## src/rtl/alu_div_pkg.sv

```systemverilog
// -----------------------------------------------------------------------------
// alu_div_pkg
// Shared types and constants for the sequential restoring divider.
//   state_t         : divider FSM states (IDLE, RUN, DONE)
//   DEF_DIVIDEND_W  : default dividend/quotient width
//   DEF_DIVISOR_W   : default divisor/remainder width
//   DEF_CNT_W       : iteration counter width for the default dividend width
//   cnt_width()     : iteration counter width for any dividend width
// -----------------------------------------------------------------------------
package alu_div_pkg;

    typedef enum logic [1:0] {
        IDLE = 2'd0,
        RUN  = 2'd1,
        DONE = 2'd2
    } state_t;

    localparam int DEF_DIVIDEND_W = 8;
    localparam int DEF_DIVISOR_W  = 4;
    localparam int DEF_CNT_W      = $clog2(DEF_DIVIDEND_W);

    // The counter runs DIVIDEND_W-1 down to 0; keep at least one bit.
    function automatic int cnt_width(input int dividend_w);
        return (dividend_w > 2) ? $clog2(dividend_w) : 1;
    endfunction

endpackage

```

## src/rtl/alu_div_step.sv

```systemverilog
// -----------------------------------------------------------------------------
// alu_div_step
// One combinational restoring-division iteration.
//   rem_in  [DIVISOR_W] : partial remainder before this step
//   bit_in  [1]         : next dividend bit (MSB first)
//   divisor [DIVISOR_W] : unsigned divisor
//   rem_out [DIVISOR_W] : partial remainder after this step
//   q_bit   [1]         : quotient bit produced by this step
// -----------------------------------------------------------------------------
module alu_div_step
    import alu_div_pkg::*;
#(
    parameter int DIVISOR_W = DEF_DIVISOR_W
) (
    input  logic [DIVISOR_W-1:0] rem_in,
    input  logic                 bit_in,
    input  logic [DIVISOR_W-1:0] divisor,
    output logic [DIVISOR_W-1:0] rem_out,
    output logic                 q_bit
);

    logic [DIVISOR_W:0]   shifted;
    // One guard bit above the DIVISOR_W+1 trial width holds the borrow.
    logic [DIVISOR_W+1:0] diff;

    always_comb begin
        shifted = {rem_in, bit_in};
        diff    = {1'b0, shifted} - {2'b00, divisor};
        q_bit   = ~diff[DIVISOR_W+1];
        rem_out = q_bit ? diff[DIVISOR_W-1:0] : shifted[DIVISOR_W-1:0];
    end

endmodule

```

## src/rtl/alu_divider.sv

```systemverilog
// -----------------------------------------------------------------------------
// alu_divider
// Sequential restoring divider, one quotient bit per clock, start/busy/done
// handshake. Unsigned dividend / unsigned divisor.
//   clk       : rising-edge clock
//   reset_n   : asynchronous active-low reset
//   start     : request, sampled only when not busy (IDLE or DONE)
//   dividend  : numerator, captured on the accepted start edge
//   divisor   : denominator, captured on the accepted start edge
//   busy      : high while iterating (RUN)
//   done      : one-cycle pulse when results become valid
//   quotient  : result, held until the next operation completes
//   remainder : result, held until the next operation completes
//   div_zero  : divide-by-zero flag, held with the results
// Build option ALU_DIV_ZERO_CHECK_EN: a zero divisor leaves RUN after one
// cycle with div_zero=1, quotient all ones, remainder = low dividend bits.
// Without it div_zero is tied low and a zero divisor runs the full algorithm.
// -----------------------------------------------------------------------------
module alu_divider
    import alu_div_pkg::*;
#(
    parameter int DIVIDEND_W = DEF_DIVIDEND_W,
    parameter int DIVISOR_W  = DEF_DIVISOR_W
) (
    input  logic                  clk,
    input  logic                  reset_n,
    input  logic                  start,
    input  logic [DIVIDEND_W-1:0] dividend,
    input  logic [DIVISOR_W-1:0]  divisor,
    output logic                  busy,
    output logic                  done,
    output logic [DIVIDEND_W-1:0] quotient,
    output logic [DIVISOR_W-1:0]  remainder,
    output logic                  div_zero
);

    localparam int               CNT_W    = cnt_width(DIVIDEND_W);
    localparam logic [CNT_W-1:0] LAST_CNT = CNT_W'(DIVIDEND_W - 1);

    state_t                state, state_next;
    logic [CNT_W-1:0]      cnt;
    // Dividend bits leave at the MSB while quotient bits enter at the LSB,
    // so after DIVIDEND_W steps this register holds the quotient.
    logic [DIVIDEND_W-1:0] dvd_sh;
    logic [DIVISOR_W-1:0]  dsr;
    logic [DIVISOR_W-1:0]  rem_part;
    logic [DIVISOR_W-1:0]  rem_step;
    logic                  q_bit;
    logic                  accept;
    logic                  zero_short;

    alu_div_step #(
        .DIVISOR_W (DIVISOR_W)
    ) u_step (
        .rem_in  (rem_part),
        .bit_in  (dvd_sh[DIVIDEND_W-1]),
        .divisor (dsr),
        .rem_out (rem_step),
        .q_bit   (q_bit)
    );

`ifdef ALU_DIV_ZERO_CHECK_EN
    assign zero_short = (dsr == '0);
`else
    assign zero_short = 1'b0;
`endif

    always_ff @(posedge clk or negedge reset_n) begin
        if (!reset_n) state <= IDLE;
        else          state <= state_next;
    end

    always_comb begin
        state_next = state;
        accept     = 1'b0;
        busy       = 1'b0;
        done       = 1'b0;
        case (state)
            IDLE: begin
                if (start) begin
                    accept     = 1'b1;
                    state_next = RUN;
                end
            end
            RUN: begin
                busy = 1'b1;
                if (zero_short || (cnt == '0)) state_next = DONE;
            end
            DONE: begin
                done = 1'b1;
                if (start) begin
                    accept     = 1'b1;
                    state_next = RUN;
                end else begin
                    state_next = IDLE;
                end
            end
            default: state_next = IDLE;
        endcase
    end

    always_ff @(posedge clk or negedge reset_n) begin
        if (!reset_n) begin
            cnt       <= '0;
            dvd_sh    <= '0;
            dsr       <= '0;
            rem_part  <= '0;
            quotient  <= '0;
            remainder <= '0;
        end else if (accept) begin
            cnt      <= LAST_CNT;
            dvd_sh   <= dividend;
            dsr      <= divisor;
            rem_part <= '0;
        end else if (state == RUN) begin
            if (zero_short) begin
                // Still on the first RUN cycle, so dvd_sh is the untouched dividend.
                quotient  <= '1;
                remainder <= dvd_sh[DIVISOR_W-1:0];
            end else begin
                cnt      <= cnt - CNT_W'(1);
                dvd_sh   <= {dvd_sh[DIVIDEND_W-2:0], q_bit};
                rem_part <= rem_step;
                if (cnt == '0) begin
                    quotient  <= {dvd_sh[DIVIDEND_W-2:0], q_bit};
                    remainder <= rem_step;
                end
            end
        end
    end

`ifdef ALU_DIV_ZERO_CHECK_EN
    always_ff @(posedge clk or negedge reset_n) begin
        if (!reset_n)                          div_zero <= 1'b0;
        else if (accept)                       div_zero <= 1'b0;
        else if ((state == RUN) && zero_short) div_zero <= 1'b1;
    end
`else
    assign div_zero = 1'b0;
`endif

endmodule

```

## config.mk

```make
export PLATFORM = sky130hd
export DESIGN_NAME = alu_divider
export DESIGN_NICKNAME = d
export VERILOG_FILES = /design/src/rtl/alu_div_pkg.sv /design/src/rtl/alu_div_step.sv /design/src/rtl/alu_divider.sv
export SDC_FILE = /design/constraint.sdc
export NUM_CORES = 1
export LEC_CHECK = 0
export ABC_CLOCK_PERIOD_IN_PS = 1900
export BUFFER_PORTS_ARGS = -buffer_cell sky130_fd_sc_hd__buf_2
export CORE_UTILIZATION = 48
export DETAILED_ROUTE_END_ITERATION = 10
export PLACE_DENSITY = 0.73
export SLEW_MARGIN = 20
export SYNTH_ARGS = -nofsm -noshare
export SYNTH_HDL_FRONTEND = slang
export SYNTH_SLANG_ARGS = --single-unit
```

## constraint.sdc

```tcl
create_clock -name clk -period 1.9 [get_ports clk]
set_clock_uncertainty 0.2 [all_clocks]
set_input_delay 0 -clock clk [delete_from_list [all_inputs] [get_ports clk]]
set_output_delay 0 -clock clk [all_outputs]
set_load 0.02 [all_outputs]
```

==> results.md <==
- Die W: 58.6 um
- Worst-path cell chain: ha_1, o21a_1, o31a_1, nor3_2, buf_4, o311ai_1
- Critical path capture point type: flop
- Worst skew pair latency: 0.33 ns
- Post-synth ARST share: 100%
- Final setup vio count: 2
- # rows: 20
- Distinct cells, synth: 35
- Dpl ws: 0.0333 ns
- Setup CP Type: flop to flop
- Buf/Inv on CP: 1
- Drt wl/cell: 13.7 um
- Cells after synthesis: 157
- Slowest CP cell: dfrtp_1
- Post-DP HPWL: 2360 um
- DR DRC count: 0
- Boundary Pins: 30
- First-pass GRT wire length: 5910 um
- CTS Sinks: 33
- Longest Clk Path Bufs: 2
- Worst vdd ir: 0.999 mV
- Crit share post-route: 101%
- Setup slack after layout: -0.0227 ns
- NumNets Final: 231
- Leakage: 0.996 nW
- Root Driver: clkbuf_4
- Worst-path clk slew: 0.10 ns
- Final min period: 1.92 ns
- F_max: 520 MHz
- Power Density: 1830 mW/mm^2
- Die height: 58.6 um
- Starting DRT DRC Count: 54
- Vias in the first global route: 1322
- Design Power: 3.65 mW
- Slowest stage delay, CP: 0.44 ns
- Gr ovfl total: 0
- Die ar.: 0.00344 mm^2
- Ant diodes: 0
- Htree depth: 2
- WP data arrival: 1.96 ns
- Maxcap violations: 0
- Post-route cell area: 0.00200 mm^2
- Post-synth top flop: dfrtp_1
- Vias per inst: 5.24
- Commonest cells after routing, fill and taps aside: nand2_1 (46), dfrtp_1 (33), buf_2 (28)
- Synth Net Count: 179
- Routed Antenna Nets: 0
- Fin. Hold Viols: 0
- CP delay by family, top: compound AO/OA/AOI/OAI gates
- Synthesized cell area: 0.00154 mm^2
- Synth Area per Inst: 9.81 um^2
- Outcome: finished with violations
- Worst hold path class: input port to flop
- Pins Over Slew Limit: 0
- Setup TNS: -0.0313 ns
- Layout cells sized above 1: 27.8%
- Initial antenna violation count: 0
- DR pass1 iterations: 4
- Synth-to-layout area growth: 29.7%
- Yosys warning count: 0
- Largest net degree at the start of global routing: 34
- Failing checks: negative setup slack
- RSZ-0062 raised after global routing: yes
- Finished Core Util: 65.4%
- Via Count: 1326
- Slew headroom: 51.5%
- Post-synth EDFFs: 0
- # fillers: 267
- Register area share after synthesis: 53.6%
- Critical Path Start Type: flop
- Number of port buffers: 28
- GPL Wtd Cong: 0.902
- Gr usage total: 23.3%
- Synthesized flop and latch total: 33
- Routed WL: 3470 um
- Initial Util: 50.5%
- CTS tree: yes
- Placed cell area: 0.00177 mm^2
- Maximum fanout along the worst path: 5
- CTS buffer count: 5
- Most common cell after layout, fill and taps aside: nand2_1
- Worst endpoint required time: 1.94 ns
- Core box area: 0.00305 mm^2
- Worst-Margin Slew: 0.727 ns
## timing repair
action	4_1_cts	5_1_grt
gates resized for setup	0	6
hold buffers	13	0
setup endpoints to repair	0	9
hold endpoints to repair	45	0
setup buffers	0	1
## worst min-delay path: stages
cell and delay (ns):
buf_2 0.07, nor2b_1 0.18, nor2_2 0.15, nand2_1 0.09, nand2_1 0.05
## per-layer routing
| metal | share of wire, % | up-vias | routed length, um | track usage [%] |
|---|---|---|---|---|
| met5 | 0 | - | 0 | 0 |
| met2 | 49 | 28 | 1700 | 39.4 |
| li1 | - | 642 | - | - |
| met4 | 1.4 | 0 | 48 | 10.2 |
| met3 | 3.5 | 6 | 120 | 4.62 |
| met1 | 46 | 650 | 1600 | 29.0 |
## through the flow
step,hold slack [ns],instances
final,0.0406,253
after global routing,0.0920,253
after detailed placement,-0.0952,232
after floorplan,-0.496,157
after global placement,-0.112,232
after CTS,0.0485,252
## report_power, final
group          switching (mW)  leakage (nW)  internal (mW)
clock network           0.226        0.0314          0.175
registers               0.204         0.405           1.04
logic                    1.15         0.560          0.856
total                    1.58         0.996           2.07
## kinds of logic after synthesis
family / synth area share, %
mux: 0.731
buf+inv: 4.87
simple gates: 19.9
other cells: 0.243
fa+ha+maj: 6.17
xor+xnor: 0.569
flops: 53.6
compound gates: 13.9
## cell type report
type	count	area, um^2	share of cell area, %
clock buffer	7	55.1	2.76
inverter	10	37.5	1.88
multi-input combinational	107	671	33.6
sequential	33	826	41.4
tap	44	55.1	2.76
timing repair buffer	52	353	17.7
## synth_stat cells, types with 3 or more instances
cell type,instances,area share [%]
dfrtp_1,33,54
nand3_1,3,0.97
nor3_1,3,0.97
buf_2,3,0.97
o21ai_0,4,1.3
a22oi_1,9,4.4
o21ai_1,3,0.97
ha_1,6,4.9
nor2b_1,3,1.2
nand2_1,46,11
o311ai_1,3,1.7
inv_1,8,1.9
nand4_1,6,2.4
## registers in the layout, summed over array words and instances, names as in the netlist
| signal | flops |
|---|---|
| quotient | 8 |
| rem_part | 4 |
| cnt | 3 |
| dvd_sh | 8 |
| state | 2 |
| remainder | 4 |
| dsr | 4 |
## path summary, 6_finish.rpt
path / endpoint / slack [ns] / start / cells past startpoint
hold reg to reg: quotient[1] / 0.28 / quotient[1] / 2
min in group asynchronous: quotient[3] / 0.05 / reset_n / 2
hold / removal: dvd_sh[2] / 0.04 / start / 5
setup / recovery: remainder[2] / -0.02 / rem_part[1] / 6
setup reg to reg: remainder[2] / -0.02 / rem_part[1] / 6
max in group asynchronous: remainder[3] / 0.98 / reset_n / 2
Note: power is estimated with default switching activity, not from simulation.
